`src/rtl/dsm_dec_pkg.sv`:
```
// Shared constants and width helpers for the delta-sigma CIC decoder.
package dsm_dec_pkg;

  localparam int CIC_ORDER = 3;

  // Register width that holds the full CIC gain R^N plus sign, so wrap is harmless.
  function automatic int cic_width(input int log2r);
    return 2 + CIC_ORDER * log2r;
  endfunction

  // Right shift that brings full scale R^N down to the output word.
  function automatic int cic_shift(input int log2r, input int out_w);
    return CIC_ORDER * log2r - (out_w - 1);
  endfunction

endpackage

```
`src/rtl/cic_comb_stage.sv`:
```
// One CIC differentiator: delay register loaded on the decimation strobe, y = x - x_prev.
module cic_comb_stage #(
  parameter int W = 20
) (
  input  logic         clk,
  input  logic         rst_n,
  input  logic         en,
  input  logic [W-1:0] x,
  output logic [W-1:0] y
);

  logic [W-1:0] dly_q;
  logic [W-1:0] dly_d;

  always_comb begin
    dly_d = dly_q;
    if (en) dly_d = x;
    y = x - dly_q;
  end

  always_ff @(posedge clk or negedge rst_n) begin
    if (!rst_n) dly_q <= '0;
    else        dly_q <= dly_d;
  end

endmodule

```
`src/rtl/dsm_bitstream_decoder.sv`:
```
// 1-bit delta-sigma to signed PCM decoder: 3rd-order CIC, decimation 2^LOG2R, scale and clamp.
// Optional DSM_DEC_OVF_EN adds the ovf port flagging clamped samples.
module dsm_bitstream_decoder
  import dsm_dec_pkg::*;
#(
  parameter int OUT_W = 16,
  parameter int LOG2R = 6
) (
  input  logic             clk,
  input  logic             rst_n,
  input  logic             din,
  output logic [OUT_W-1:0] dout,
  output logic             dout_valid
`ifdef DSM_DEC_OVF_EN
  ,
  output logic             ovf
`endif
);

  localparam int W     = cic_width(LOG2R);
  localparam int SHIFT = cic_shift(LOG2R, OUT_W);
  localparam logic signed [W-1:0] SAT_MAX = W'((64'sd1 <<< (OUT_W - 1)) - 64'sd1);
  localparam logic signed [W-1:0] SAT_MIN = W'(-(64'sd1 <<< (OUT_W - 1)));

  logic [W-1:0]       s;
  logic [W-1:0]       i1_q, i1_d, i2_q, i2_d, i3_q, i3_d;
  logic [LOG2R-1:0]   phase_q, phase_d;
  logic [1:0]         warm_q, warm_d;
  logic               strobe;
  logic [W-1:0]       y_q, y_d;
  logic               pend_q, pend_d;
  logic signed [W-1:0] y_s;
  logic               clamp_hi, clamp_lo;
  logic [OUT_W-1:0]   dout_q, dout_d;
  logic               dout_valid_q, dout_valid_d;
  logic [W-1:0]       comb_x [0:CIC_ORDER];

  assign comb_x[0] = i3_q;

  for (genvar g = 0; g < CIC_ORDER; g++) begin : g_comb
    cic_comb_stage #(.W(W)) u_comb (
      .clk   (clk),
      .rst_n (rst_n),
      .en    (strobe),
      .x     (comb_x[g]),
      .y     (comb_x[g+1])
    );
  end

  // dout_valid is a one-cycle qualifier with no back-pressure: a consumer must
  // take dout on the pulse; dout also holds its value until the next pulse.
  always_comb begin
    s            = din ? {{(W-1){1'b0}}, 1'b1} : {W{1'b1}};
    i1_d         = i1_q + s;
    i2_d         = i2_q + i1_q;
    i3_d         = i3_q + i2_q;
    phase_d      = phase_q + 1'b1;
    strobe       = (phase_q == {LOG2R{1'b1}});
    warm_d       = warm_q;
    y_d          = y_q;
    pend_d       = 1'b0;
    if (strobe) begin
      y_d    = comb_x[CIC_ORDER];
      pend_d = (warm_q == 2'd3);
      if (warm_q != 2'd3) warm_d = warm_q + 2'd1;
    end
    y_s          = $signed(y_q) >>> SHIFT;
    clamp_hi     = (y_s > SAT_MAX);
    clamp_lo     = (y_s < SAT_MIN);
    dout_d       = dout_q;
    dout_valid_d = pend_q;
    if (pend_q) begin
      if (clamp_hi)      dout_d = {1'b0, {(OUT_W-1){1'b1}}};
      else if (clamp_lo) dout_d = {1'b1, {(OUT_W-1){1'b0}}};
      else               dout_d = y_s[OUT_W-1:0];
    end
  end

  always_ff @(posedge clk or negedge rst_n) begin
    if (!rst_n) begin
      i1_q         <= '0;
      i2_q         <= '0;
      i3_q         <= '0;
      phase_q      <= '0;
      warm_q       <= '0;
      y_q          <= '0;
      pend_q       <= 1'b0;
      dout_q       <= '0;
      dout_valid_q <= 1'b0;
    end else begin
      i1_q         <= i1_d;
      i2_q         <= i2_d;
      i3_q         <= i3_d;
      phase_q      <= phase_d;
      warm_q       <= warm_d;
      y_q          <= y_d;
      pend_q       <= pend_d;
      dout_q       <= dout_d;
      dout_valid_q <= dout_valid_d;
    end
  end

  assign dout       = dout_q;
  assign dout_valid = dout_valid_q;

`ifdef DSM_DEC_OVF_EN
  logic ovf_q, ovf_d;

  always_comb begin
    ovf_d = pend_q && (clamp_hi || clamp_lo);
  end

  always_ff @(posedge clk or negedge rst_n) begin
    if (!rst_n) ovf_q <= 1'b0;
    else        ovf_q <= ovf_d;
  end

  assign ovf = ovf_q;
`endif

endmodule

```
`config.mk`:
```
export PLATFORM = sky130hd
export DESIGN_NAME = dsm_bitstream_decoder
export DESIGN_NICKNAME = d
export VERILOG_FILES = /design/src/rtl/dsm_dec_pkg.sv /design/src/rtl/cic_comb_stage.sv /design/src/rtl/dsm_bitstream_decoder.sv
export SDC_FILE = /design/constraint.sdc
export NUM_CORES = 1
export LEC_CHECK = 0
export BUFFER_PORTS_ARGS = -buffer_cell sky130_fd_sc_hd__buf_2
export CAP_MARGIN = 20
export CORE_MARGIN = 4
export CORE_UTILIZATION = 60
export DETAILED_ROUTE_END_ITERATION = 7
export PLACE_DENSITY = 0.77
export SLEW_MARGIN = 20
export SYNTH_ARGS = -nofsm -noshare
export SYNTH_HDL_FRONTEND = slang
export SYNTH_SLANG_ARGS = --single-unit
```
`constraint.sdc`:
```
create_clock -name clk -period 8.72 [get_ports clk]
set_clock_uncertainty 0.1 [all_clocks]
set_input_delay 2.616 -clock clk [delete_from_list [all_inputs] [get_ports clk]]
set_output_delay 2.616 -clock clk [all_outputs]
set_load 0.02 [all_outputs]
```
Word level (Yosys, flattened, before mapping)
Cells that the tools add are included.
{"block": "classes", "n_addsub": 8, "reduce_logical": 1, "magnitude_cmp": 2, "n_eq_ne": 3, "mux": 4}
{"operator": "20-bit adder", "n": 3}
{"operator": "20-bit subtractor", "n": 3}
{"operator": "16-bit 2-to-1 mux", "n": 2}
{"operator": "20-bit 2-to-1 mux", "n": 1}
{"operator": "17-bit by 16-bit greater-than comparator with 1-bit output (second input constant)", "n": 1}
{"operator": "17-bit by 16-bit less-than comparator with 1-bit output (second input constant)", "n": 1}
{"operator": "6-bit by 1-bit adder with 6-bit output (second input constant)", "n": 1}
{"operator": "6-bit equality test (second input constant)", "n": 1}
{"operator": "2-bit by 1-bit adder with 2-bit output (second input constant)", "n": 1}
{"operator": "2-bit equality test (second input constant)", "n": 1}
{"operator": "2-bit inequality test (second input constant)", "n": 1}
{"operator": "2-bit AND reduction", "n": 1}
{"operator": "1-bit 2-to-1 mux", "n": 1}
{"block": "word_totals", "inputBits": 3, "wordCells": 30, "reg_bits": 166}

Depth between registers and ports, before layout
Gate-level depths: netlist of run 1.
{"block": "logic_depth", "ltp_word": 3, "ltp_mapped": 30}

Modules after synthesis
Synthesis of run 1 repeated with hierarchy kept, for this count alone.
{"block": "hier_totals", "cells_unflattened": 1194, "hier_area_um2": 10913.0}
{"module": "dsm_bitstream_decoder", "area_each_um2": 6029.5, "cells_per_inst": 588, "seq_area_each_um2": 2577.5, "instances": 1}
{"module": "cic_comb_stage at g_comb[1].u_comb ...", "area_each_um2": 1622.8, "cells_per_inst": 202, "seq_area_each_um2": 500.5, "instances": 2}
{"module": "cic_comb_stage at g_comb[0].u_comb", "area_each_um2": 1637.8, "cells_per_inst": 202, "seq_area_each_um2": 500.5, "instances": 1}

Worst setup path before layout of run 1
Ideal clock, no wire load.
{"block": "synth_path", "path_type": "input to register", "from": "input din", "to": "register i1_q[19]", "stages": 12, "required_time_ns": 8.495, "path_buffers": 0, "arrival_ns": 5.186, "setup_slack_ns": 3.309, "setup_ns": 0.125, "path_cell_list": "inv_1 -> ha_1 -> a21o_1 -> a21oi_1 -> o211ai_1 -> a41oi_1 -> nor2_1 -> a211oi_1 -> a21oi_1 -> a211oi_1 -> a21oi_1 -> xnor2_1"}
{"block": "synth_via", "elab_chain_len": 2}
{"element": "start, declared", "line_no": "dsm_bitstream_decoder.sv:11", "text": "input logic din,"}
{"element": "20-bit 2-to-1 mux", "line_no": "dsm_bitstream_decoder.sv:53", "text": "s = din ? {{(W-1){1'b0}}, 1'b1} : {W{1'b1}};"}
{"element": "20-bit adder", "line_no": "dsm_bitstream_decoder.sv:54", "text": "i1_d = i1_q + s;"}
{"element": "net i1_d[19]", "line_no": "dsm_bitstream_decoder.sv:26", "text": "logic [W-1:0] i1_q, i1_d, i2_q, i2_d, i3_q, i3_d;"}
{"element": "end signal, assigned", "line_no": "dsm_bitstream_decoder.sv:91", "text": "i1_q <= i1_d;"}
{"element": "end, declared", "line_no": "dsm_bitstream_decoder.sv:26"}
The timed path passes the listed nets, and every way through them passes these cells.
A chain may end at the register's enable or synchronous reset.

==> results of run 1 <==
[cell usage in the layout, fill, tap and decap left out, types with 18 or more instances in the layout]
| cell | instances |
|---|---|
| xor2_1 | 21 |
| dfrtp_1 | 163 |
| nand2_1 | 109 |
| inv_1 | 98 |
| ha_1 | 114 |
| a21oi_1 | 60 |
| xnor2_1 | 82 |
| a21o_1 | 31 |
| nor2_1 | 60 |
| nor3_1 | 18 |
| o21a_1 | 21 |
| o21ai_0 | 98 |
| buf_2 | 18 |
| mux2_2 | 21 |
[critical path, delay by kind of cell (launching register included)]
family          cells  cell delay (ns)
simple gates        6             0.79
fa+ha+maj           4             1.30
xor+xnor            4             0.71
compound gates     14             2.38
flops               1             0.35
buf+inv             1             0.06
[final cells by class]
type / count / area [µm²] / share of cell area [%]
multi-input cells: 808 / 5870 / 52.0
flip-flops and latches: 163 / 4080 / 36.1
clock buffers: 19 / 453 / 4.01
inverters: 98 / 368 / 3.26
well taps: 220 / 275 / 2.44
clock inverters: 13 / 128 / 1.13
repair buffers: 22 / 124 / 1.10
[final timing paths]
path | end | startpoint | depth (start not counted) | slack, ns
setup / recovery | y_q[19] | i3_q[0] | 29 | 2.95
hold / removal | y_q[12] | y_q[12] | 2 | 0.37
setup reg to reg | y_q[19] | i3_q[0] | 29 | 2.95
hold reg to reg | y_q[12] | y_q[12] | 2 | 0.37
max in group asynchronous | g_comb[1].u_comb.dly_q[9] | rst_n | 2 | 4.95
min in group asynchronous | warm_q[0] | rst_n | 1 | 2.13
[kinds of logic (layout without fill, tap and decap cells)]
kind of cell               Yosys count  in the layout  synth area share [%]
xor gates and xnor gates           104            104                  8.89
DFF                                163            163                  39.2
AOI/OAI and AO/OA                  283            283                  17.3
and+or+nand+nor                    265            265                  11.8
adders and majority gates          134            134                  16.1
buffers and inverters              120            152                  4.33
muxes                               22             22                  2.37
[routing by layer]
metal | share of wire, % | vias to the layer above | track usage [%]
met5 | 0 | - | 0
met1 | 48 | 3382 | 24.4
met2 | 48 | 87 | 32.5
met3 | 2.5 | 32 | 3.29
li1 | - | 3836 | -
met4 | 2.0 | 0 | 6.68
[flip-flops by register name (all words and copies together), names as in the netlist]
name,count
phase_q,6
i2_q,20
dout_valid,1
g_comb.u_comb.dly_q,60
dout,16
y_q,17
i3_q,20
warm_q,2
i1_q,20
dout_valid_d,1
[through the flow]
stage	hold slack (ns)	cell area, µm²	setup WS (ns)	std cells
finish	0.373	11300	2.95	1343
CTS	0.375	11300	2.93	1343
detailed placement	0.360	10700	2.67	1311
global route	0.411	11300	2.40	1343
global placement	0.356	10700	2.74	1311
floorplan	0.252	10400	3.31	1091
==> impl_metrics.ini, run 1 <==
[synthesis]
ys_seq_elements = 163
synth.most_common_cell = dfrtp_1
syn_inst = 1091
synth-edff-count = 0
yosysTopAreaCellShare_pct = 39.2
seq_area_frac_synth_pct = 39.2
yosysWarningCount = 0
yosysUniqueCellTypes = 62
syn_area_mm2 = 0.0104
synthArstFlopShare_pct = 100
synth_commonest_cells = dfrtp_1, ha_1, nand2_1
synthTopCellsByArea = dfrtp_1, ha_1, xnor2_1, o21ai_0, nand2_1
synth_nets = 1213
yosysTopAreaCell = dfrtp_1
synth.avg_cell_area_um2 = 9.53
synth-main-ff-cell = dfrtp_1

[final_layout]
fin_util_pct = 67.4
area_growth_pct = 8.64
n_antenna_cell = 0
fillers = 1333
final_nets = 1232
drive_above_1_share_pct = 8.10

[clocking]
ctsHoldBuffers = 0
ctsResizeCount = 0
root_buffer = clkbuf_16
cts_tree = built
cts_made_buffers = 17
cts-htree-levels = 4
path_clk_slew_ns = 0.07
clk_latency_ns = 0.43
cts_buffer_depth = 2
clock_sinks = 163
cts_setup_buffers = 0

[route]
ant_nets = 0
drc = 0
drtIter0Drc = 328
routed_wl_um = 17300
routedWlPerCell_um = 12.9
vias = 7337
via_per_inst = 5.46
first_pass_iters = 6

[sta]
finalCritPeriodShare_pct = 66.2
final.setup.tns_ns = 0
rsz0062_at_grt = no
setup_viol = 0
fmax_mhz = 173
layout_min_cycle_time_ns = 5.77
hold_violations = 0
max_slew_margin_pct = 41.0
worst_pin_slew_ns = 0.885
maxSlewViolCount = 0

[grt]
grt_overflow = 0
grt_pass1_vias = 7240
grt_antenna_before_repair = 0
grt_max_degree = 105
track_usage_pct = 19.0
grt_pass1_wl_um = 31600

[setup_path]
cp.arrival_ns = 6.02
critPathKind = register to register
critPathMaxFanout = 6
cp.required_ns = 8.97
cpMaxStageDelayCell = fa_1
cpMostUsedCell = a21oi_1
cp-start-kind = register
slowest_delay_ns = 0.41
end_kind = register

[run_status]
status = finished clean

[die]
dieWidth_um = 140
fp.coreArea_mm2 = 0.0168
fp.dieH_um = 140
initial_utilization_pct = 62.1
die_area_mm2 = 0.0195
ios = 20
rows = 47

[placement]
port_buffers = 19
hpwl_um = 12500
gp_congestion = 0.803

[job]
drv_cap = 0

[worst_hold_path]
hold_path_class = register to register
Power of run 1 is left out: the tool's default activity adds up to more than one toggle a clock period on the data nets, which glitch-free logic cannot reach.
==> inputs of run 2 (changes only) <==
--- a/config.mk
+++ b/config.mk
@@ -8,7 +8,7 @@
 export BUFFER_PORTS_ARGS = -buffer_cell sky130_fd_sc_hd__buf_2
 export CAP_MARGIN = 20
 export CORE_MARGIN = 4
-export CORE_UTILIZATION = 60
+export CORE_UTILIZATION = 58
 export DETAILED_ROUTE_END_ITERATION = 7
 export PLACE_DENSITY = 0.77
 export SLEW_MARGIN = 20
==> constraint.sdc (replaced) <==
create_clock -name clk -period 4.95 [get_ports clk]
set_clock_uncertainty 0.1 [all_clocks]
set_input_delay 1.485 -clock clk [delete_from_list [all_inputs] [get_ports clk]]
set_output_delay 1.485 -clock clk [all_outputs]
set_load 0.02 [all_outputs]
==> run 2 against run 1 <==
The run now ends with setup timing left; non-clock buffer count up 97; global-route usage up 1.3 points; flip-flop and latch count unchanged; final cell count up 7.6%.
==> impl_metrics.ini, run 2 (synthesis gave the netlist of run 1 again) <==
[final_layout]
final_nets = 1329
final_area_mm2 = 0.0125
final_common_cell = dfrtp_1
area_growth_pct = 20.3
n_antenna_cell = 0
final_cell_mix = dfrtp_1, ha_1, nand2_1
largest_register = g_comb.u_comb.dly_q
largest_reg_flops = 60
drive_above_1_share_pct = 19.7
final_cells = 1445

[die]
ios = 20
fp.dieH_um = 142
die_area_mm2 = 0.0201
rows = 48
initial_utilization_pct = 59.7
dieWidth_um = 142
fp.coreArea_mm2 = 0.0174

[setup_path]
cp-start-kind = register
end_kind = register
cp.arrival_ns = 5.70
cpMostUsedCell = a21oi_2
endpoint = y_q[19]
cpMaxStageDelayCell = dfrtp_1
worst-r2r-setup-slack_ns = -0.50
slowest_delay_ns = 0.36
worstReg2RegStart = i3_q[0]
crit_start = i3_q[0]
reg2reg_to = y_q[19]
critPathMaxFanout = 4
critPathKind = register to register
cp.required_ns = 5.20
worst_r2r_path_depth = 29

[grt]
top_usage_layer = met2
grt_pass1_vias = 7936
grt_overflow = 0
use_met2_pct = 36.1
grtUsageMet3_pct = 3.57
gr-usage-met1_pct = 24.7
track_usage_pct = 20.3
grt_pass1_wl_um = 34100
grt_max_degree = 89
grt_antenna_before_repair = 0

[run_status]
violations = setup timing
status = finished with violations

[clocking]
path_clk_slew_ns = 0.07
cts_tree = built
root_buffer = clkbuf_16
cts-htree-levels = 4
cts_made_buffers = 17
clock_sinks = 163
cts_buffer_depth = 2
clk_latency_ns = 0.43

[sta]
hold_violations = 0
layout_min_cycle_time_ns = 5.45
maxSlewViolCount = 0
rsz0062_at_grt = yes
finalCritPeriodShare_pct = 110
fmax_mhz = 184
max_slew_margin_pct = 46.0
setup_viol = 4
setup_ws_ns = -0.495
worst_pin_slew_ns = 0.811

[job]
drv_cap = 0

[placement]
gp_congestion = 0.825
dp_slack_ns = -0.490
placed_area_mm2 = 0.0112
port_buffers = 19
placed_cells = 1381
hpwl_um = 13700

[route]
routedWlPerCell_um = 14.4
first_pass_iters = 5
via_per_inst = 5.49
routed_wl_um = 20800
drc = 0
drtIter0Drc = 419
ant_nets = 0
vias = 7928

[worst_hold_path]
hold_path_class = register to register
## run 2: cell count changes in the layout (fill, tap and decap cells not counted), sizes merged
cell	delta
clkinvlp	+2
clkinv	-4
bufinv	+4
clkbuf	-2
buf	+97
## run 2: area by class of cell
type,instances,area [µm²]
Multi-Input combinational cell,808,6240
Inverter,98,368
Fill cell,1221,4900
Timing Repair Buffer,119,886
Clock buffer,17,425
Tap cell,225,282
Clock inverter,15,229
Sequential cell,163,4080
## run 2: how the worst min path moves through the flow
stage                 startpoint          to  slack (ns)  cells after the start
global route          phase_q[4]  phase_q[4]        0.39                      1
global placement      phase_q[4]  phase_q[4]        0.35                      1
floorplan           dout_valid_d  dout_valid        0.25                      0
CTS                   phase_q[0]  phase_q[0]        0.38                      1
detailed placement    phase_q[0]  phase_q[0]        0.37                      1
finish                phase_q[0]  phase_q[0]        0.38                      1
## run 2: repair_timing
item                                    4_1_cts  5_1_grt
pin swaps                                    26       37
setup buffers                                14       22
endpoints found under the setup margin        4       12
hold buffers                                  0        0
gates resized for setup                      16       60
## run 2: worst max-delay path: cells and delay by family (launching register included)
family / cells / cell delay [ns]
fa+ha+maj: 4 / 1.14
simple gates: 6 / 0.83
compound gates: 14 / 2.24
xor+xnor: 4 / 0.62
flops: 1 / 0.36
buf+inv: 1 / 0.06
## run 2: layer usage
metal	vias up	routed length, µm
li1	4025	-
met1	3715	9050
met2	140	10800
met3	48	509
met4	0	456
met5	-	0
## run 2: per-stage QoR
stage | utilization (%) | TNS [ns] | hold WS [ns]
6_report | 71.8 | -0.977 | 0.377
3_3_place_gp | 64.4 | -0.396 | 0.354
5_1_grt | 71.8 | -3.10 | 0.394
4_1_cts | 69.2 | -0.962 | 0.379
2_1_floorplan | - | -0.187 | 0.252
3_5_place_dp | 64.4 | -0.838 | 0.369
Power of run 2 is left out for the same reason.
